$ cat src/rtl/vga_timing_pkg.sv
// Shared 640x480@60 VGA timing constants, counter type and sync window helper.
// Imported by the sync generator and by the graphics stage (MAX_X/MAX_Y).
package vga_timing_pkg;

  localparam int VGA_H_DISPLAY = 640;
  localparam int VGA_H_FRONT   = 16;
  localparam int VGA_H_SYNC    = 96;
  localparam int VGA_H_BACK    = 48;
  localparam int VGA_V_DISPLAY = 480;
  localparam int VGA_V_FRONT   = 10;
  localparam int VGA_V_SYNC    = 2;
  localparam int VGA_V_BACK    = 33;

  localparam int VGA_H_TOTAL = VGA_H_DISPLAY + VGA_H_FRONT + VGA_H_SYNC + VGA_H_BACK;
  localparam int VGA_V_TOTAL = VGA_V_DISPLAY + VGA_V_FRONT + VGA_V_SYNC + VGA_V_BACK;

  // Graphics-side bounds: first coordinate outside the visible area.
  localparam int MAX_X = VGA_H_DISPLAY;
  localparam int MAX_Y = VGA_V_DISPLAY;

  localparam int   CNT_W       = 10;
  localparam logic SYNC_ACTIVE = 1'b0;

  typedef logic [CNT_W-1:0] cnt_t;

  // True when count c lies in [lo, lo+len).
  function automatic logic in_window(cnt_t c, int lo, int len);
    return (int'(c) >= lo) && (int'(c) < (lo + len));
  endfunction

endpackage

$ cat src/rtl/pixel_tick_div.sv
// Mod-CLK_DIV free-running counter; p_tick is high for one clk every CLK_DIV clks.
module pixel_tick_div #(
  parameter int CLK_DIV = 2
) (
  input  logic clk,
  input  logic reset,
  output logic p_tick
);

  localparam int DIV_W = (CLK_DIV > 1) ? $clog2(CLK_DIV) : 1;
  localparam logic [DIV_W-1:0] DIV_LAST = DIV_W'(CLK_DIV - 1);

  if ((CLK_DIV < 1) || (CLK_DIV > 16)) begin : g_bad_div
    $error("pixel_tick_div: CLK_DIV must be in 1..16");
  end

  logic [DIV_W-1:0] div_cnt_q;
  logic [DIV_W-1:0] div_cnt_d;

  always_comb begin
    div_cnt_d = div_cnt_q + 1'b1;
    if (div_cnt_q >= DIV_LAST) begin
      div_cnt_d = '0;
    end
  end

  // With CLK_DIV=1 the counter is stuck at 0, so the tick is permanently high.
  assign p_tick = (div_cnt_q == DIV_LAST);

  always_ff @(posedge clk or posedge reset) begin
    if (reset) begin
      div_cnt_q <= '0;
    end else begin
      div_cnt_q <= div_cnt_d;
    end
  end

endmodule

$ cat src/rtl/vga_sync_gen.sv
// Free-running VGA timing generator: pixel-rate tick, h/v position counters, sync pins.
// Optional VGA_SYNC_FRAME_TICK_EN adds frame_tick, a one-clk strobe at the start of vblank.
module vga_sync_gen
  import vga_timing_pkg::*;
#(
  parameter int H_DISPLAY = VGA_H_DISPLAY,
  parameter int H_FRONT   = VGA_H_FRONT,
  parameter int H_SYNC    = VGA_H_SYNC,
  parameter int H_BACK    = VGA_H_BACK,
  parameter int V_DISPLAY = VGA_V_DISPLAY,
  parameter int V_FRONT   = VGA_V_FRONT,
  parameter int V_SYNC    = VGA_V_SYNC,
  parameter int V_BACK    = VGA_V_BACK,
  parameter int CLK_DIV   = 2
) (
  input  logic             clk,
  input  logic             reset,
  output logic             hsync,
  output logic             vsync,
  output logic             video_on,
  output logic             p_tick,
  output logic [CNT_W-1:0] pixel_x,
  output logic [CNT_W-1:0] pixel_y
`ifdef VGA_SYNC_FRAME_TICK_EN
  ,
  output logic             frame_tick
`endif
);

  localparam int LINE_LEN  = H_DISPLAY + H_FRONT + H_SYNC + H_BACK;
  localparam int FRAME_LEN = V_DISPLAY + V_FRONT + V_SYNC + V_BACK;
  localparam int HS_START  = H_DISPLAY + H_FRONT;
  localparam int VS_START  = V_DISPLAY + V_FRONT;

  localparam cnt_t H_LAST = cnt_t'(LINE_LEN - 1);
  localparam cnt_t V_LAST = cnt_t'(FRAME_LEN - 1);
  localparam cnt_t H_VIS  = cnt_t'(H_DISPLAY);
  localparam cnt_t V_VIS  = cnt_t'(V_DISPLAY);

  if ((LINE_LEN > (1 << CNT_W)) || (FRAME_LEN > (1 << CNT_W))) begin : g_bad_totals
    $error("vga_sync_gen: H_TOTAL and V_TOTAL must both be <= 1024");
  end

  pixel_tick_div #(
    .CLK_DIV (CLK_DIV)
  ) u_tick_div (
    .clk    (clk),
    .reset  (reset),
    .p_tick (p_tick)
  );

  cnt_t h_count_q;
  cnt_t h_count_d;
  cnt_t v_count_q;
  cnt_t v_count_d;
  logic hsync_q;
  logic hsync_d;
  logic vsync_q;
  logic vsync_d;
  logic line_end;

  always_comb begin
    h_count_d = h_count_q;
    v_count_d = v_count_q;
    line_end  = 1'b0;
    if (p_tick) begin
      if (h_count_q >= H_LAST) begin
        h_count_d = '0;
        line_end  = 1'b1;
      end else begin
        h_count_d = h_count_q + 1'b1;
      end
    end
    if (line_end) begin
      if (v_count_q >= V_LAST) begin
        v_count_d = '0;
      end else begin
        v_count_d = v_count_q + 1'b1;
      end
    end
    // Syncs decode the next counts so they change on the same edge as the counters.
    hsync_d = in_window(h_count_d, HS_START, H_SYNC) ? SYNC_ACTIVE : ~SYNC_ACTIVE;
    vsync_d = in_window(v_count_d, VS_START, V_SYNC) ? SYNC_ACTIVE : ~SYNC_ACTIVE;
  end

  always_ff @(posedge clk or posedge reset) begin
    if (reset) begin
      h_count_q <= '0;
      v_count_q <= '0;
      hsync_q   <= ~SYNC_ACTIVE;
      vsync_q   <= ~SYNC_ACTIVE;
    end else begin
      h_count_q <= h_count_d;
      v_count_q <= v_count_d;
      hsync_q   <= hsync_d;
      vsync_q   <= vsync_d;
    end
  end

  assign pixel_x  = h_count_q;
  assign pixel_y  = v_count_q;
  assign hsync    = hsync_q;
  assign vsync    = vsync_q;
  assign video_on = (h_count_q < H_VIS) && (v_count_q < V_VIS);

`ifdef VGA_SYNC_FRAME_TICK_EN
  logic frame_tick_q;
  logic frame_tick_d;

  // Counts enter (0, V_DISPLAY) only on a line-end edge.
  always_comb begin
    frame_tick_d = line_end && (v_count_d == V_VIS);
  end

  always_ff @(posedge clk or posedge reset) begin
    if (reset) begin
      frame_tick_q <= 1'b0;
    end else begin
      frame_tick_q <= frame_tick_d;
    end
  end

  assign frame_tick = frame_tick_q;
`endif

endmodule

$ cat config.mk
export PLATFORM = sky130hd
export DESIGN_NAME = vga_sync_gen
export DESIGN_NICKNAME = d
export VERILOG_FILES = /design/src/rtl/vga_timing_pkg.sv /design/src/rtl/pixel_tick_div.sv /design/src/rtl/vga_sync_gen.sv
export SDC_FILE = /design/constraint.sdc
export NUM_CORES = 1
export LEC_CHECK = 0
export ABC_AREA = 0
export BUFFER_PORTS_ARGS = -buffer_cell sky130_fd_sc_hd__buf_2
export CELL_PAD_IN_SITES_DETAIL_PLACEMENT = 1
export CELL_PAD_IN_SITES_GLOBAL_PLACEMENT = 1
export CORE_MARGIN = 2
export CORE_UTILIZATION = 41
export CTS_CLUSTER_SIZE = 25
export DETAILED_ROUTE_END_ITERATION = 10
export GPL_TIMING_DRIVEN = 0
export PLACE_DENSITY = 0.82
export SLEW_MARGIN = 25
export SYNTH_ARGS = -nofsm -noshare
export SYNTH_HDL_FRONTEND = slang
export SYNTH_SLANG_ARGS = --single-unit
$ cat constraint.sdc
create_clock -name clk -period 2.59 [get_ports clk]
set_clock_uncertainty 0.1 [all_clocks]
set_input_delay 0.518 -clock clk [delete_from_list [all_inputs] [get_ports clk]]
set_output_delay 0.518 -clock clk [all_outputs]
set_load 0.01 [all_outputs]
**Yosys cells after proc, flatten, opt, wreduce, memory -nomap -nowiden**

Cells that the tools add are included.

- Reduce and logical (&&, ||, !) cells: 3
- Muxes and demuxes: 9
- Add/subtract/negate cells: 3
- $lt $le $gt $ge: 9

Operators by type and width:

| cell | number |
|---|---|
| $mux W10 | 4 |
| $ge A10 B10 Y1 const B | 3 |
| $add A10 B1 Y10 const B | 2 |
| $lt A10 B10 Y1 const B | 2 |
| $lt A10 B9 Y1 const B | 2 |
| $ge A10 B9 Y1 const B | 1 |
| $mux W1 | 5 |
| $logic_and A1 B1 Y1 | 3 |
| $add A1 B1 Y1 const B | 1 |
| $ge A1 B1 Y1 const B | 1 |

- Flip-flop bits (word level): 23
- Input port bits: 2
- Word-level logic and storage cells: 29
- Output and inout bits: 24

**Logic depth before layout (Yosys ltp)**

Gate-level depths: netlist of run 1.

- Word-level depth: 7
- Gate-level depth with buffers: 7
- Depth with buffers taken out: 7

**By module**

Synthesis of run 1 repeated with hierarchy kept, for this count alone.

- Cell total of the unflattened synthesis: 161
- Area total of the unflattened synthesis: 1,382.6 um^2

By module, submodules not included:

| module | instances | seq. area each (um^2) | area each (um^2) | cells each |
|---|---|---|---|---|
| vga_sync_gen | 1 | 553.0 | 1,350.0 | 158 |
| pixel_tick_div | 1 | 25.0 | 32.5 | 3 |

**Worst setup path after synthesis of run 1**

Ideal clock, no wire load.

- Kind: flip-flop to flip-flop
- Start: register v_count_q[4] (netlist: pixel_y[4])
- End: register vsync_q (netlist: vsync)
- Library setup time: 0.089 ns
- Path buffers: 1
- Period minus slack after synthesis: 1.903 ns
- Slack: 0.687 ns
- Stages on the path, launching flop included: 7
- Data arrival time: 1.714 ns
- Required time: 2.401 ns
- Cell sequence: dfrtp_1 -> buf_6 -> a211o_1 -> o41a_4 -> nor4_2 -> a2bb2oi_1 -> o211ai_1

- Longest elaborated chain between the ends: 6
- Elaborated cells on any way between the ends: 8
- Classes of those cells: 1 x add/sub; 3 x order compare; 3 x mux; 1 x reduce/logical

Ends and longest elaborated chain:

| element | RTL line | text |
|---|---|---|
| start, declared | vga_sync_gen.sv:54 | `cnt_t v_count_q;` |
| start signal, assigned | vga_sync_gen.sv:94 | `v_count_q <= v_count_d;` |
| $add A10 B1 Y10 / $ge A10 B10 Y1 (equally long branches) | vga_sync_gen.sv:78, vga_sync_gen.sv:75 |  |
| $mux W10 | vga_sync_gen.sv:75 | `if (v_count_q >= V_LAST) begin` |
| $mux W10 (*) | vga_sync_gen.sv:74 | `if (line_end) begin` |
| $ge A10 B9 Y1 / $lt A10 B9 Y1 (equally long branches) | vga_timing_pkg.sv:28 | `return (int'(c) >= lo) && (int'(c) < (lo + len));` |
| $logic_and A1 B1 Y1 (*) | vga_timing_pkg.sv:28 |  |
| $mux W1 (*) | vga_sync_gen.sv:83 | `vsync_d = in_window(v_count_d, VS_START, V_SYNC) ? SYNC_ACTIVE : ~SYNC_ACTIVE;` |
| named net vsync_d | vga_sync_gen.sv:59 | `logic vsync_d;` |
| end signal, assigned | vga_sync_gen.sv:91 | `vsync_q <= ~SYNC_ACTIVE;` |
| end signal, assigned | vga_sync_gen.sv:96 | `vsync_q <= vsync_d;` |
| end, declared | vga_sync_gen.sv:58 | `logic vsync_q;` |

Mark *: on every way through the listed nets, which the timed path passes. The rest lies on a longest branch.

**Final worst setup path of run 1**

- Start: register h_count_q[0] (netlist: pixel_x[0])
- End: register v_count_q[3] (netlist: pixel_y[3])

- Longest elaborated chain between the ends: 4

Ends and longest elaborated chain:

| element | RTL line | text |
|---|---|---|
| start, declared | vga_sync_gen.sv:52 | `cnt_t h_count_q;` |
| start signal, assigned | vga_sync_gen.sv:93 | `h_count_q <= h_count_d;` |
| $ge A10 B10 Y1 | vga_sync_gen.sv:67 | `if (h_count_q >= H_LAST) begin` |
| $mux W1 | vga_sync_gen.sv:67 |  |
| $mux W1 | vga_sync_gen.sv:66 | `if (p_tick) begin` |
| $mux W10 | vga_sync_gen.sv:74 |  |
| named net v_count_d[3] | vga_sync_gen.sv:55 | `cnt_t v_count_d;` |

The timed path passes the listed nets, and every way through them passes these cells.

==> results of run 1 <==
==> how the worst min path moves through the flow <==
stage | end | startpoint
after floorplan | pixel_x[0] | reset
after global placement | pixel_x[1] | pixel_x[1]
after detailed placement | pixel_x[1] | pixel_x[1]
after CTS | pixel_x[3] | reset
after global routing | pixel_y[8] | reset
final | pixel_y[1] | reset
==> worst register-to-register path, cell delays in order (launching register included) <==
cell,delay (ns)
dfrtp_1,0.42
ha_1,0.24
nand4_1,0.23
a21oi_1,0.37
nand2_1,0.23
or3_1,0.39
o21ai_0,0.10
==> final cells by class <==
class | count | area, sq um
fill | 457 | 1871
clock buffer | 4 | 45.04
multi-input combinational | 129 | 809.5
inverter | 10 | 37.54
timing repair buffer | 25 | 125.1
sequential | 23 | 578.1
tap | 48 | 60.06
buffer | 10 | 80.08
==> logic make-up after synthesis <==
family	share of synthesized area, %
AO/OA/AOI/OAI	23.86
XOR/XNOR	2.328
adder cells (fa/ha/maj)	2.494
buffers and inverters	7.814
flip-flops	38.40
multiplexers	0.7481
AND/OR/NAND/NOR	24.36
==> synthesized netlist by cell type, types with 4 or more instances <==
master | instances | area, sq um
nand3_1 | 10 | 50.05
inv_1 | 10 | 37.54
nor2_1 | 8 | 30.03
nand4_1 | 9 | 56.30
or3_1 | 5 | 31.28
o21ai_0 | 16 | 80.08
dfrtp_1 | 21 | 525.5
and3_1 | 5 | 31.28
buf_6 | 4 | 45.04
a21oi_1 | 10 | 50.05
nand2_1 | 20 | 75.07
==> metal layers <==
metal / track usage, % / wire (um)
met1: 25.66 / 1705
met2: 39.84 / 2124
met3: 2.257 / 71
met4: 7.447 / 74
met5: 0 / 0
==> sequential cells by signal (all words and copies together) (netlist names) <==
name               count
pixel_y               10
hsync                  1
u_tick_div.p_tick      1
vsync                  1
pixel_x               10
==> power by group through the flow <==
stage                     Clock (W)  Combinational, W  Sequential, W
after detailed placement          0        0.00000876       0.000366
after global placement            0        0.00000830       0.000366
final                      0.000224        0.00000777       0.000359
after CTS                  0.000238        0.00000889       0.000359
after global routing       0.000252        0.00000962       0.000359
after floorplan                   0        0.00000533       0.000366
==> metrics by stage <==
step / hold WS, ns / instance area [sq um] / util (%) / instances
after detailed placement: 0.4718 / 1690 / 46.88 / 245
after global placement: 0.4434 / 1690 / 46.88 / 245
after global routing: 0.2607 / 1735 / 48.13 / 249
after CTS: 0.3928 / 1735 / 48.13 / 249
final: 0.2085 / 1735 / 48.13 / 249
after floorplan: 0.4184 / 1505 / - / 172
==> reports/metrics.cfg, run 1 <==
[status]
status = complete, no violations

[cts]
clkLatencyLatePin_ns = 0.26
cts_buffer_depth = 2
htreeDepth = 1
clkTransAtPathRegs_ns = 0.08
post_cts_buffers = 0
ctsHoldBuffers = 0
cts-resized-gates = 0
root_buffer = clkbuf_8
cts_tree = done
clock-sinks = 23
cts_inserted_buffers = 3

[sta]
slew_headroom_pct = 43.50
max_freq_mhz = 460.0
fin_crit_ns = 2.174
hold_viol = 0
finalCritPeriodShare_pct = 83.93
worst_slack_ns = 0.4161
drv_slew = 0
worst_pin_slew_ns = 0.8424
rsz0062_at_grt = no
fin_tns_setup_ns = 0
setup_viol = 0

[critical_path]
worst-path-stages = 6
path_cells = ha_1 > nand4_1 > a21oi_1 > nand2_1 > or3_1 > o21ai_0
cp.required_ns = 2.66
worstPathArrival_ns = 2.25
crit_path_end = pixel_y[3]
reg2reg_depth = 6
path_delay_family = simple AND/OR/NAND/NOR gates
path_class = reg -> reg
regToRegEndpoint = pixel_y[3]
critPathBufInv = 0
critPathMaxFanout = 6
r2r_slack_ns = 0.42
cp_slowest_stage_delay_ns = 0.42
end_kind = flip-flop
startpoint_type = flip-flop
slowest_stage = dfrtp_1
worst_r2r_startpoint = pixel_x[0]
startpoint = pixel_x[0]

[flow_run]
maxCapViolations = 0

[global_route]
grt.overflow.total = 0
grt.total_usage_pct = 21.48
grt_max_degree = 24
antenna_found_initial = 0
first_global_vias = 1535
grt_pass1_wl_mm = 7.093

[die]
initial_core_util_pct = 41.74
io_pins = 26
num_rows = 22
core_area_sq_um = 3606
die_h_um = 64.59
fp.dieArea_sq_um = 4172
die_x_um = 64.59

[power_and_ir_drop]
seqPwrFrac_pct = 60.7
p_per_area_nw_per_um2 = 340.6
p_comb_share_pct = 1.3
power.switching_w = 0.0001219
power_frac_clock_pct = 38.0
p_total_w = 0.0005911
switching_share_pct = 20.62
leakage_nw = 0.7256
p_int_w = 0.0004693
peakVddDrop_mv = 0.1884

[routing]
wl_mm = 3.975
dr.pass1.iters = 4
ant_nets = 0
drt_first_iter_violations = 47
drc = 0
vias = 1459
via_per_inst = 5.859
wl_per_cell_um = 15.96

[placed_design]
dpl.hpwl_mm = 3.008
port-buffer-count = 25
place.gp.congestion = 0.8464
dp_slack_ns = 0.4668

[synth]
synth_edf_count = 0
ys_ff_latch = 23
syn_avg_cell_area_sq_um = 8.751
yosys_warnings = 0
async_reset_ff_share_pct = 100.0
yosysSeqAreaShare_pct = 38.40
yosysUniqueCellTypes = 47
syn_inst = 172
synth_nets = 177
synth_area_sq_um = 1505
ys.flop_type = dfrtp_1

[cells_and_area]
area_delta_synth_final_pct = 15.29
diodes = 0
drive_gt1_share_pct = 22.39
fin_nets = 207
final_cell_mix = buf_2, dfrtp_1, nand2_1
final_common_cell = buf_2

[min_path]
hold_class = in -> async

(Power assumes the default switching activity.)
==> inputs of run 2 (changes only) <==
--- a/config.mk
+++ b/config.mk
@@ -10,11 +10,11 @@
 export CELL_PAD_IN_SITES_DETAIL_PLACEMENT = 1
 export CELL_PAD_IN_SITES_GLOBAL_PLACEMENT = 1
 export CORE_MARGIN = 2
-export CORE_UTILIZATION = 41
+export CORE_UTILIZATION = 37
 export CTS_CLUSTER_SIZE = 25
 export DETAILED_ROUTE_END_ITERATION = 10
 export GPL_TIMING_DRIVEN = 0
-export PLACE_DENSITY = 0.82
+export PLACE_DENSITY = 0.78
 export SLEW_MARGIN = 25
 export SYNTH_ARGS = -nofsm -noshare
 export SYNTH_HDL_FRONTEND = slang
==> constraint.sdc (replaced) <==
create_clock -name clk -period 1.9 [get_ports clk]
set_clock_uncertainty 0.1 [all_clocks]
set_input_delay 0.38 -clock clk [delete_from_list [all_inputs] [get_ports clk]]
set_output_delay 0.38 -clock clk [all_outputs]
set_load 0.01 [all_outputs]
==> run 2 against run 1 <==
Net effect: the run now ends with negative setup slack left; worst hold slack better by 0.0070 ns; count of clock-buffer cells in the layout unchanged; setup slack worse by 0.53 ns; utilization up 2.6 points; clock power up 41%; wire length up 19%; sequential power up 36%; global-route usage up 0.18 points; via count up 4.8%; die area up 10%; design area up 16%; critical path type unchanged; largest cell class unchanged; highest routed layer unchanged.
==> reports/metrics.cfg, run 2 (synthesis results as in run 1) <==
[critical_path]
slowest_stage = dfrtp_1
cp.required_ns = 1.99
cp_slowest_stage_delay_ns = 0.40
path_cells = buf_6 > a211o_4 > o41a_4 > nor4_4 > a2bb2oi_2 > o211ai_1
worstPathArrival_ns = 2.11
critPathMaxFanout = 5
path_class = reg -> reg
startpoint_type = flip-flop
end_kind = flip-flop
path_delay_family = compound AO/OA/AOI/OAI gates
critPathBufInv = 1

[routing]
ant_nets = 0
drt_first_iter_violations = 135
via_per_inst = 5.663
drc = 0
dr.pass1.iters = 4
vias = 1529
wl_per_cell_um = 17.59
wl_mm = 4.750

[sta]
fin_hold_ws_ns = 0.2154
rsz0062_at_grt = yes
finalCritPeriodShare_pct = 106.1
max_freq_mhz = 495.9
worst_slack_ns = -0.1166
setup_viol = 2
drv_slew = 0
worst_pin_slew_ns = 0.9490
fin_tns_setup_ns = -0.1364
hold_viol = 0
fin_crit_ns = 2.017
slew_headroom_pct = 36.67

[global_route]
grt_max_degree = 24
grt_pass1_wl_mm = 7.465
antenna_found_initial = 0
grt.total_usage_pct = 21.65
grt.overflow.total = 0
first_global_vias = 1490

[die]
die_x_um = 67.78
die_h_um = 67.78
num_rows = 23
core_area_sq_um = 3971
initial_core_util_pct = 37.90
fp.dieArea_sq_um = 4594
io_pins = 26

[cts]
cts_inserted_buffers = 3
clock-sinks = 23
cts_buffer_depth = 2
clkTransAtPathRegs_ns = 0.08
htreeDepth = 1
cts_tree = done
clkLatencyLatePin_ns = 0.27
root_buffer = clkbuf_8

[cells_and_area]
area_delta_synth_final_pct = 33.75
n_fill_cell = 479
final_cell_mix = buf_2, buf_4, nand2_1
diodes = 0
final_cells = 270
final_common_cell = buf_2
drive_gt1_share_pct = 38.64
fin_nets = 226
final_area_sq_um = 2013

[min_path]
hold_class = in -> async

[placed_design]
dp_slack_ns = -0.2208
port-buffer-count = 25
dpl.hpwl_mm = 3.104
placed_cells = 247
place.gp.congestion = 0.8382
place_area_sq_um = 1693

[status]
violations = negative setup slack
status = finished with violations

[power_and_ir_drop]
p_per_area_nw_per_um2 = 405.0
leakage_nw = 0.8372
peakVddDrop_mv = 0.2542

[flow_run]
maxCapViolations = 0

-- run 2: per-stage QoR --
step | utilization, % | power (W)
floorplan | - | 0.0005061
global placement | 42.63 | 0.0005102
detailed placement | 42.63 | 0.0005108
CTS | 46.88 | 0.0008255
global route | 50.69 | 0.0008537
finish | 50.69 | 0.0008154
-- run 2: layout make-up --
| cell class | instances | area [sq um] | area share, % |
|---|---|---|---|
| buffer | 8 | 76.32 | 3.791 |
| clock buffer | 4 | 45.04 | 2.237 |
| inverter | 10 | 37.54 | 1.865 |
| multi-input combinational | 129 | 924.6 | 45.93 |
| sequential | 23 | 584.3 | 29.02 |
| tap | 50 | 62.56 | 3.108 |
| timing repair buffer | 46 | 282.8 | 14.05 |
-- run 2: power breakdown --
part / internal, W / switching [W] / total [W]
registers: 0.000489 / 0 / 0.000489
logic: 0.000000822 / 0.0000102 / 0.0000110
clock network: 0.000150 / 0.000165 / 0.000315
-- run 2: per-layer routing --
metal	wire, um	track usage [%]	up-vias
met5	0	0	-
met4	76	6.500	0
met3	122	2.667	7
met2	2619	39.34	30
met1	1931	26.54	760
li1	-	-	732
-- run 2: worst register-to-register path, stage by stage (launching register included) --
cell,delay [ns]
dfrtp_1,0.40
buf_6,0.12
a211o_4,0.29
o41a_4,0.40
nor4_4,0.31
a2bb2oi_2,0.20
o211ai_1,0.12
-- run 2: final timing paths --
check | start | to | slack, ns | depth (start not counted)
worst max-delay path | pixel_y[4] | vsync | -0.12 | 6
worst min-delay path | reset | pixel_y[4] | 0.22 | 2
min in group clk | pixel_y[0] | pixel_y[0] | 0.49 | 1
max in group asynchronous | reset | pixel_y[1] | 0.85 | 2
worst max register to register | pixel_y[4] | vsync | -0.12 | 6
worst min register to register | pixel_y[0] | pixel_y[0] | 0.49 | 1
-- run 2: timing repair --
action,CTS,global route
gates resized for setup,13,21
hold endpoints to repair,0,0
pin swaps,6,8
setup endpoints to repair,12,11
setup buffers,9,12
hold buffers,0,0
